<file path="config.mk">
export PLATFORM = sky130hd
export DESIGN_NAME = cache_axi_bridge
export DESIGN_NICKNAME = d
export VERILOG_FILES = /design/src/rtl/cache_axi_bridge.sv
export SDC_FILE = /design/constraint.sdc
export NUM_CORES = 1
export LEC_CHECK = 0
export BUFFER_PORTS_ARGS = -buffer_cell sky130_fd_sc_hd__buf_2
export CORE_AREA = 2 2 205 207
export DETAILED_ROUTE_END_ITERATION = 7
export DIE_AREA = 0 0 207 209
export PLACE_DENSITY_LB_ADDON = 0.25
export SETUP_SLACK_MARGIN = 0.2
export SKIP_CTS_REPAIR_TIMING = 1
export SLEW_MARGIN = 5
export SYNTH_ARGS = -nofsm -noshare
export SYNTH_HDL_FRONTEND = slang
export SYNTH_SLANG_ARGS = --single-unit
</file>
<file path="constraint.sdc">
create_clock -name aclk -period 26.9 [get_ports aclk]
set_input_delay 2.69 -clock aclk [delete_from_list [all_inputs] [get_ports aclk]]
set_output_delay 2.69 -clock aclk [all_outputs]
set_load 0.01 [all_outputs]
</file>
<file path="src/rtl/cache_axi_bridge.sv">
// cache_axi_bridge: round-robin I/D-cache read arbiter plus FIFO D-cache write buffer onto one AXI3 master port.
// Reads are blocked while their line sits in the write buffer, so a read never overtakes a buffered write.
module cache_axi_bridge #(
    parameter int LINE_WORDS = 4,
    parameter int WBUF_DEPTH = 2,
    localparam int OFF_W = $clog2(LINE_WORDS * 4)
) (
    input  logic                      aclk,
    input  logic                      aresetn,
    input  logic                      ic_rd_req,
    input  logic [2:0]                ic_rd_type,
    input  logic [31:0]               ic_rd_addr,
    output logic                      ic_rd_rdy,
    output logic                      ic_ret_valid,
    output logic                      ic_ret_last,
    output logic [31:0]               ic_ret_data,
    input  logic                      dc_rd_req,
    input  logic [2:0]                dc_rd_type,
    input  logic [31:0]               dc_rd_addr,
    output logic                      dc_rd_rdy,
    output logic                      dc_ret_valid,
    output logic                      dc_ret_last,
    output logic [31:0]               dc_ret_data,
    input  logic                      dc_wr_req,
    input  logic [2:0]                dc_wr_type,
    input  logic [31:0]               dc_wr_addr,
    input  logic [3:0]                dc_wr_wstrb,
    input  logic [32*LINE_WORDS-1:0]  dc_wr_data,
    output logic                      dc_wr_rdy,
    output logic [3:0]                arid,
    output logic [31:0]               araddr,
    output logic [7:0]                arlen,
    output logic [2:0]                arsize,
    output logic [1:0]                arburst,
    output logic [1:0]                arlock,
    output logic [3:0]                arcache,
    output logic [2:0]                arprot,
    output logic                      arvalid,
    input  logic                      arready,
    input  logic [3:0]                rid,
    input  logic [31:0]               rdata,
    input  logic [1:0]                rresp,
    input  logic                      rlast,
    input  logic                      rvalid,
    output logic                      rready,
    output logic [3:0]                awid,
    output logic [31:0]               awaddr,
    output logic [7:0]                awlen,
    output logic [2:0]                awsize,
    output logic [1:0]                awburst,
    output logic [1:0]                awlock,
    output logic [3:0]                awcache,
    output logic [2:0]                awprot,
    output logic                      awvalid,
    input  logic                      awready,
    output logic [3:0]                wid,
    output logic [31:0]               wdata,
    output logic [3:0]                wstrb,
    output logic                      wlast,
    output logic                      wvalid,
    input  logic                      wready,
    input  logic [3:0]                bid,
    input  logic [1:0]                bresp,
    input  logic                      bvalid,
    output logic                      bready
);
    localparam int PW = WBUF_DEPTH > 1 ? $clog2(WBUF_DEPTH) : 1;
    localparam int CW = $clog2(WBUF_DEPTH + 1);
    localparam int BW = $clog2(LINE_WORDS);

    typedef enum logic [1:0] {R_IDLE, R_AR, R_DATA} r_state_t;
    typedef enum logic [1:0] {W_IDLE, W_ADDR_DATA, W_RESP} w_state_t;

    r_state_t r_state;
    w_state_t w_state;
    logic        prio_dc, r_dc;
    logic [31:0] r_addr;
    logic [2:0]  r_type;
    logic        hz_ic, hz_dc, gnt_ic, gnt_dc, r_idle;

    logic [31:0]                 wb_addr [WBUF_DEPTH];
    logic [2:0]                  wb_type [WBUF_DEPTH];
    logic [3:0]                  wb_strb [WBUF_DEPTH];
    logic [LINE_WORDS-1:0][31:0] wb_data [WBUF_DEPTH];
    logic [WBUF_DEPTH-1:0]       wb_vld;
    logic [PW-1:0]               wb_head, wb_tail;
    logic [CW-1:0]               wb_cnt;
    logic [BW-1:0]               w_beat;
    logic aw_done, w_done, w_push, w_pop, aw_hs, w_hs, h_line, unused;

    function automatic logic [PW-1:0] nxt(input logic [PW-1:0] p);
        return p == PW'(WBUF_DEPTH - 1) ? '0 : p + PW'(1);
    endfunction

    // Every occupied entry, including the one being drained, blocks reads to its line.
    always_comb begin
        hz_ic = 1'b0;
        hz_dc = 1'b0;
        for (int i = 0; i < WBUF_DEPTH; i++) begin
            hz_ic = hz_ic | (wb_vld[i] & (wb_addr[i][31:OFF_W] == ic_rd_addr[31:OFF_W]));
            hz_dc = hz_dc | (wb_vld[i] & (wb_addr[i][31:OFF_W] == dc_rd_addr[31:OFF_W]));
        end
    end

    assign r_idle    = r_state == R_IDLE;
    assign gnt_dc    = r_idle & dc_rd_req & ~hz_dc & (prio_dc | ~ic_rd_req | hz_ic);
    assign gnt_ic    = r_idle & ic_rd_req & ~hz_ic & ~gnt_dc;
    assign ic_rd_rdy = gnt_ic;
    assign dc_rd_rdy = gnt_dc;

    always_ff @(posedge aclk) begin
        if (!aresetn) begin
            r_state <= R_IDLE;
            prio_dc <= 1'b1;
            r_dc    <= 1'b0;
            r_addr  <= '0;
            r_type  <= '0;
        end else if (gnt_ic || gnt_dc) begin
            r_state <= R_AR;
            r_dc    <= gnt_dc;
            r_addr  <= gnt_dc ? dc_rd_addr : ic_rd_addr;
            r_type  <= gnt_dc ? dc_rd_type : ic_rd_type;
            prio_dc <= gnt_ic;
        end else if (r_state == R_AR && arready) begin
            r_state <= R_DATA;
        end else if (r_state == R_DATA && rvalid && rlast) begin
            r_state <= R_IDLE;
        end
    end

    assign arid    = {3'b000, r_dc};
    assign araddr  = r_addr;
    assign arlen   = r_type[2] ? 8'(LINE_WORDS - 1) : 8'd0;
    assign arsize  = r_type[2] ? 3'd2 : {1'b0, r_type[1:0]};
    assign arburst = 2'b01;
    assign arlock  = 2'b00;
    assign arcache = 4'h0;
    assign arprot  = 3'h0;
    assign arvalid = r_state == R_AR;
    assign rready  = r_state == R_DATA;

    assign ic_ret_valid = rvalid & rready & ~rid[0];
    assign dc_ret_valid = rvalid & rready & rid[0];
    assign ic_ret_last  = rlast & ic_ret_valid;
    assign dc_ret_last  = rlast & dc_ret_valid;
    assign ic_ret_data  = rdata;
    assign dc_ret_data  = rdata;

    assign dc_wr_rdy = wb_cnt != CW'(WBUF_DEPTH);
    assign w_push    = dc_wr_req & dc_wr_rdy;
    assign w_pop     = (w_state == W_RESP) & bvalid;
    assign h_line    = wb_type[wb_head][2];

    always_ff @(posedge aclk) begin
        if (w_push) begin
            wb_addr[wb_tail] <= dc_wr_addr;
            wb_type[wb_tail] <= dc_wr_type;
            wb_strb[wb_tail] <= dc_wr_type[2] ? 4'hF : dc_wr_wstrb;
            wb_data[wb_tail] <= dc_wr_data;
        end
    end

    assign awid    = 4'd1;
    assign awaddr  = wb_addr[wb_head];
    assign awlen   = h_line ? 8'(LINE_WORDS - 1) : 8'd0;
    assign awsize  = h_line ? 3'd2 : {1'b0, wb_type[wb_head][1:0]};
    assign awburst = 2'b01;
    assign awlock  = 2'b00;
    assign awcache = 4'h0;
    assign awprot  = 3'h0;
    assign awvalid = (w_state == W_ADDR_DATA) & ~aw_done;
    assign wid     = 4'd1;
    assign wdata   = wb_data[wb_head][w_beat];
    assign wstrb   = wb_strb[wb_head];
    assign wlast   = w_beat == (h_line ? BW'(LINE_WORDS - 1) : BW'(0));
    assign wvalid  = (w_state == W_ADDR_DATA) & ~w_done;
    assign bready  = w_state == W_RESP;
    assign aw_hs   = awvalid & awready;
    assign w_hs    = wvalid & wready;
    assign unused  = ^{rresp, rid[3:1], bid, bresp};

    // AW and W run independently; the response phase waits for both to finish.
    always_ff @(posedge aclk) begin
        if (!aresetn) begin
            w_state <= W_IDLE;
            wb_head <= '0;
            wb_tail <= '0;
            wb_cnt  <= '0;
            wb_vld  <= '0;
            aw_done <= 1'b0;
            w_done  <= 1'b0;
            w_beat  <= '0;
        end else begin
            if (w_push) wb_tail <= nxt(wb_tail);
            if (w_push) wb_vld[wb_tail] <= 1'b1;
            if (w_pop) wb_head <= nxt(wb_head);
            if (w_pop) wb_vld[wb_head] <= 1'b0;
            wb_cnt <= wb_cnt + CW'(w_push) - CW'(w_pop);
            if (w_state == W_IDLE && wb_cnt != '0) begin
                w_state <= W_ADDR_DATA;
                aw_done <= 1'b0;
                w_done  <= 1'b0;
                w_beat  <= '0;
            end else if (w_state == W_ADDR_DATA) begin
                if (aw_hs) aw_done <= 1'b1;
                if (w_hs && !wlast) w_beat <= w_beat + BW'(1);
                if (w_hs && wlast) w_done <= 1'b1;
                if ((aw_done || aw_hs) && (w_done || (w_hs && wlast))) w_state <= W_RESP;
            end else if (w_pop) begin
                w_state <= W_IDLE;
            end
        end
    end
endmodule

</file>
==> results by group <==
Status
  – Run status: finished clean

Clock tree
  – Clk_lat worst skew: 0.56 ns
  – Num Clock Sinks: 386
  – Clk slew on worst S/H paths: 0.06 ns
  – Root Buffer: clkbuf_16
  – H-tree Lvls: 2
  – CTS Buf Count: 42
  – CTS tree: yes
  – CTS max path bufs: 3

Die
  – Die height: 209 um
  – Row Count: 75
  – Core Area: 41300 um2
  – Die footprint: 43300 um2
  – Initial Util: 41.0%
  – IO Count: 525
  – Chip width: 207 um

Worst hold path
  – Hold Path Class: register to register

Yosys
  – Register area share after synthesis: 65.3%
  – Syn avg cell area: 16.5 um2
  – Yosys top cell by area: edfxtp_1
  – Yosys Warn Count: 0
  – Synth area leaders: edfxtp_1, mux4_2, dfxtp_1
  – Cell count after synthesis: 1028
  – Synth Flop Type: edfxtp_1
  – Synth cell count leaders: edfxtp_1, buf_4, mux2_2, xnor2_1, mux4_2
  – Top-count cell post-synth: edfxtp_1
  – Synthesized cell area: 16900 um2
  – Area fraction of the dominant cell type after synthesis: 59.2%
  – Seq cells post-synth: 386
  – Distinct cells, synth: 48
  – Synth async-reset ratio: 0%
  – Post-synth EDFFs: 334

Pwr
  – Power density over cell area: 73.2 nW/um2
  – Net Sw Frac: 24.7%
  – Clock power frac: 38.3%
  – LEAKAGE: 7.48 nW
  – Internal power: 0.00110 W
  – Total power: 0.00147 W
  – Psw: 0.000363 W
  – Sequential Power Share: 49.4%
  – Peak supply drop: 0.0605 mV
  – Gate power share: 12.3%

STA
  – Clock Skews: 0.0142 ns
  – Final setup TNS: 0 ns
  – F_max: 129 MHz
  – Max-slew violations: 0
  – Final hold slack: 0.470 ns
  – Hold Fails Final Rpt: 0
  – Final setup fails: 0
  – RSZ-0062 raised after global routing: no
  – Post-route clock period utilization: 28.9%
  – Period minus WS final: 7.76 ns
  – Slew Limit Headroom: 31.5%
  – Fin worst setup slack: 19.14 ns
  – Worst Tran Pin Value: 1.03 ns

Place
  – Placed Instance Area: 18700 um2
  – DP Wirelength: 31300 um
  – Routability cong.: 0.850
  – Pre-CTS setup slack: 19.16 ns
  – Port bufs: 370

Critical path
  – Crit path DAT: 5.07 ns
  – Maximum fanout along the worst path: 38
  – Slowest CP cell: nor4_1
  – CP startpoint kind: primary input
  – Worst setup path category: primary input to output port
  – Worst setup EP type: output port
  – Worst endpoint required time: 24.21 ns
  – Most used cell, CP: nand4_1
  – CP max stage delay: 0.51 ns
  – Crit-path cells: buf_2 -> xnor2_1 -> nand4_1 -> nor4_1 -> nand4_1 -> nand4_1 -> buf_4 -> inv_1 -> a21oi_1 -> buf_2

Global routing
  – Total Routing Usage GR: 19.6%
  – Initial antenna violation count: 20
  – Largest net degree at the start of global routing: 75
  – Total gr overflow: 0
  – Vias in the first global route: 10200
  – First-pass GRT wire length: 63300 um

Final layout
  – Cell area after layout: 20000 um2
  – Layout cells sized above 1: 42.8%
  – Final net count: 1635
  – Fillers: 3622
  – Area delta synth->final: 18.2%

Detailed routing
  – DRC viols: 0
  – Wire per inst: 22.4 um
  – Drt total wl: 43200 um
  – Initial DRC count: 608
  – Post-DRT Antenna Nets: 0
  – Number of vias per cell: 5.03
  – Drt first pass iters: 5
  – Vias: 9686

Job
  – MaxCap Viol Count: 0
critical path: cells and delay by family:
| kind | cells | cell delay, ns |
|---|---|---|
| buffers and inverters | 4 | 0.79 |
| and+or+nand+nor | 4 | 0.99 |
| xor gates and xnor gates | 1 | 0.36 |
| AOI/OAI and AO/OA | 1 | 0.23 |
stage by stage:
stage	util, %	std cells
2_1_floorplan	-	1073
3_3_place_gp	45.2	1836
3_5_place_dp	45.2	1836
4_1_cts	48.5	1914
5_1_grt	48.5	1920
6_report	48.5	1924
flip-flops by register name (all words and copies together) (netlist names), 2 cells and up, named ones only:
name     cells
wb_data    256
wb_addr     64
araddr      32
wb_strb      8
wb_type      6
r_type       3
r_state      2
w_beat       2
w_state      2
wb_cnt       2
wb_vld       2
kinds of logic (layout without fill, tap and decap cells):
logic type               Yosys count  in the layout  share of synthesized area, %
multiplexers                     167            167                          15.1
AND/OR/NAND/NOR                   98             98                          3.30
adder cells (fa/ha/maj)            2              2                         0.148
XOR/XNOR                         114            114                          5.89
buffers and inverters            166            468                          6.59
other                              2             57                        0.0443
AO/OA/AOI/OAI                     93             93                          3.60
flip-flops                       386            386                          65.3
cell usage in the layout (no fill, tap or decap), types with 3 or more instances in the layout:
cell,count
buf_2,370
edfxtp_1,334
xnor2_1,67
mux2_2,67
mux4_2,64
dfxtp_1,49
xor2_1,47
conb_1,47
clkbuf_16,42
a21oi_1,39
mux2i_1,36
o31ai_1,36
nand4_1,19
nand2_1,17
nor4_1,13
clkbuf_1,13
buf_4,13
nor2_1,11
diode_2,10
and2_1,9
clkinv_2,8
nor2b_1,6
inv_1,6
clkinv_1,6
or2_2,5
nand2b_1,4
o21ai_0,4
nand3_1,3
a21boi_0,3
bufinv_16,3
power groups by stage:
stage                     Sequential [W]  Combinational (W)  Clock, W
final                           0.000724           0.000180  0.000562
after floorplan                 0.000743           0.000119         0
after global routing            0.000729           0.000195  0.000600
after global placement          0.000735           0.000181         0
after detailed placement        0.000737           0.000183         0
after CTS                       0.000725           0.000183  0.000576
area by class of cell:
cell class                 instances  area [um2]  share of cell area [%]
timing repair buffer             383        1950                    9.73
clock inverter                    23         233                    1.16
multi-input combinational        521        4940                    24.7
inverter                           7        26.3                   0.131
clock buffer                      55        1100                    5.49
antenna                           10        25.0                   0.125
sequential                       386       11100                    55.3
tap                              539         674                    3.37
layer usage:
layer	share of wire [%]	wire [um]	global-route usage, %	vias up
met4	3.1	1330	7.96	18
met3	8.6	3720	7.24	80
met2	50	21700	33.3	406
li1	-	-	-	4428
met5	0.25	108	0.556	-
met1	38	16400	22.4	4754
final timing paths:
kind,from,endpoint,slack (ns),cells past startpoint
worst max register to register,wb_addr[1][6],araddr[18],23.63,8
worst min-delay path,r_dc,r_dc,0.47,2
worst min register to register,r_dc,r_dc,0.47,2
worst max-delay path,dc_rd_addr[10],ic_rd_rdy,19.14,10
No activity file was read; power rests on OpenSTA's default activity.
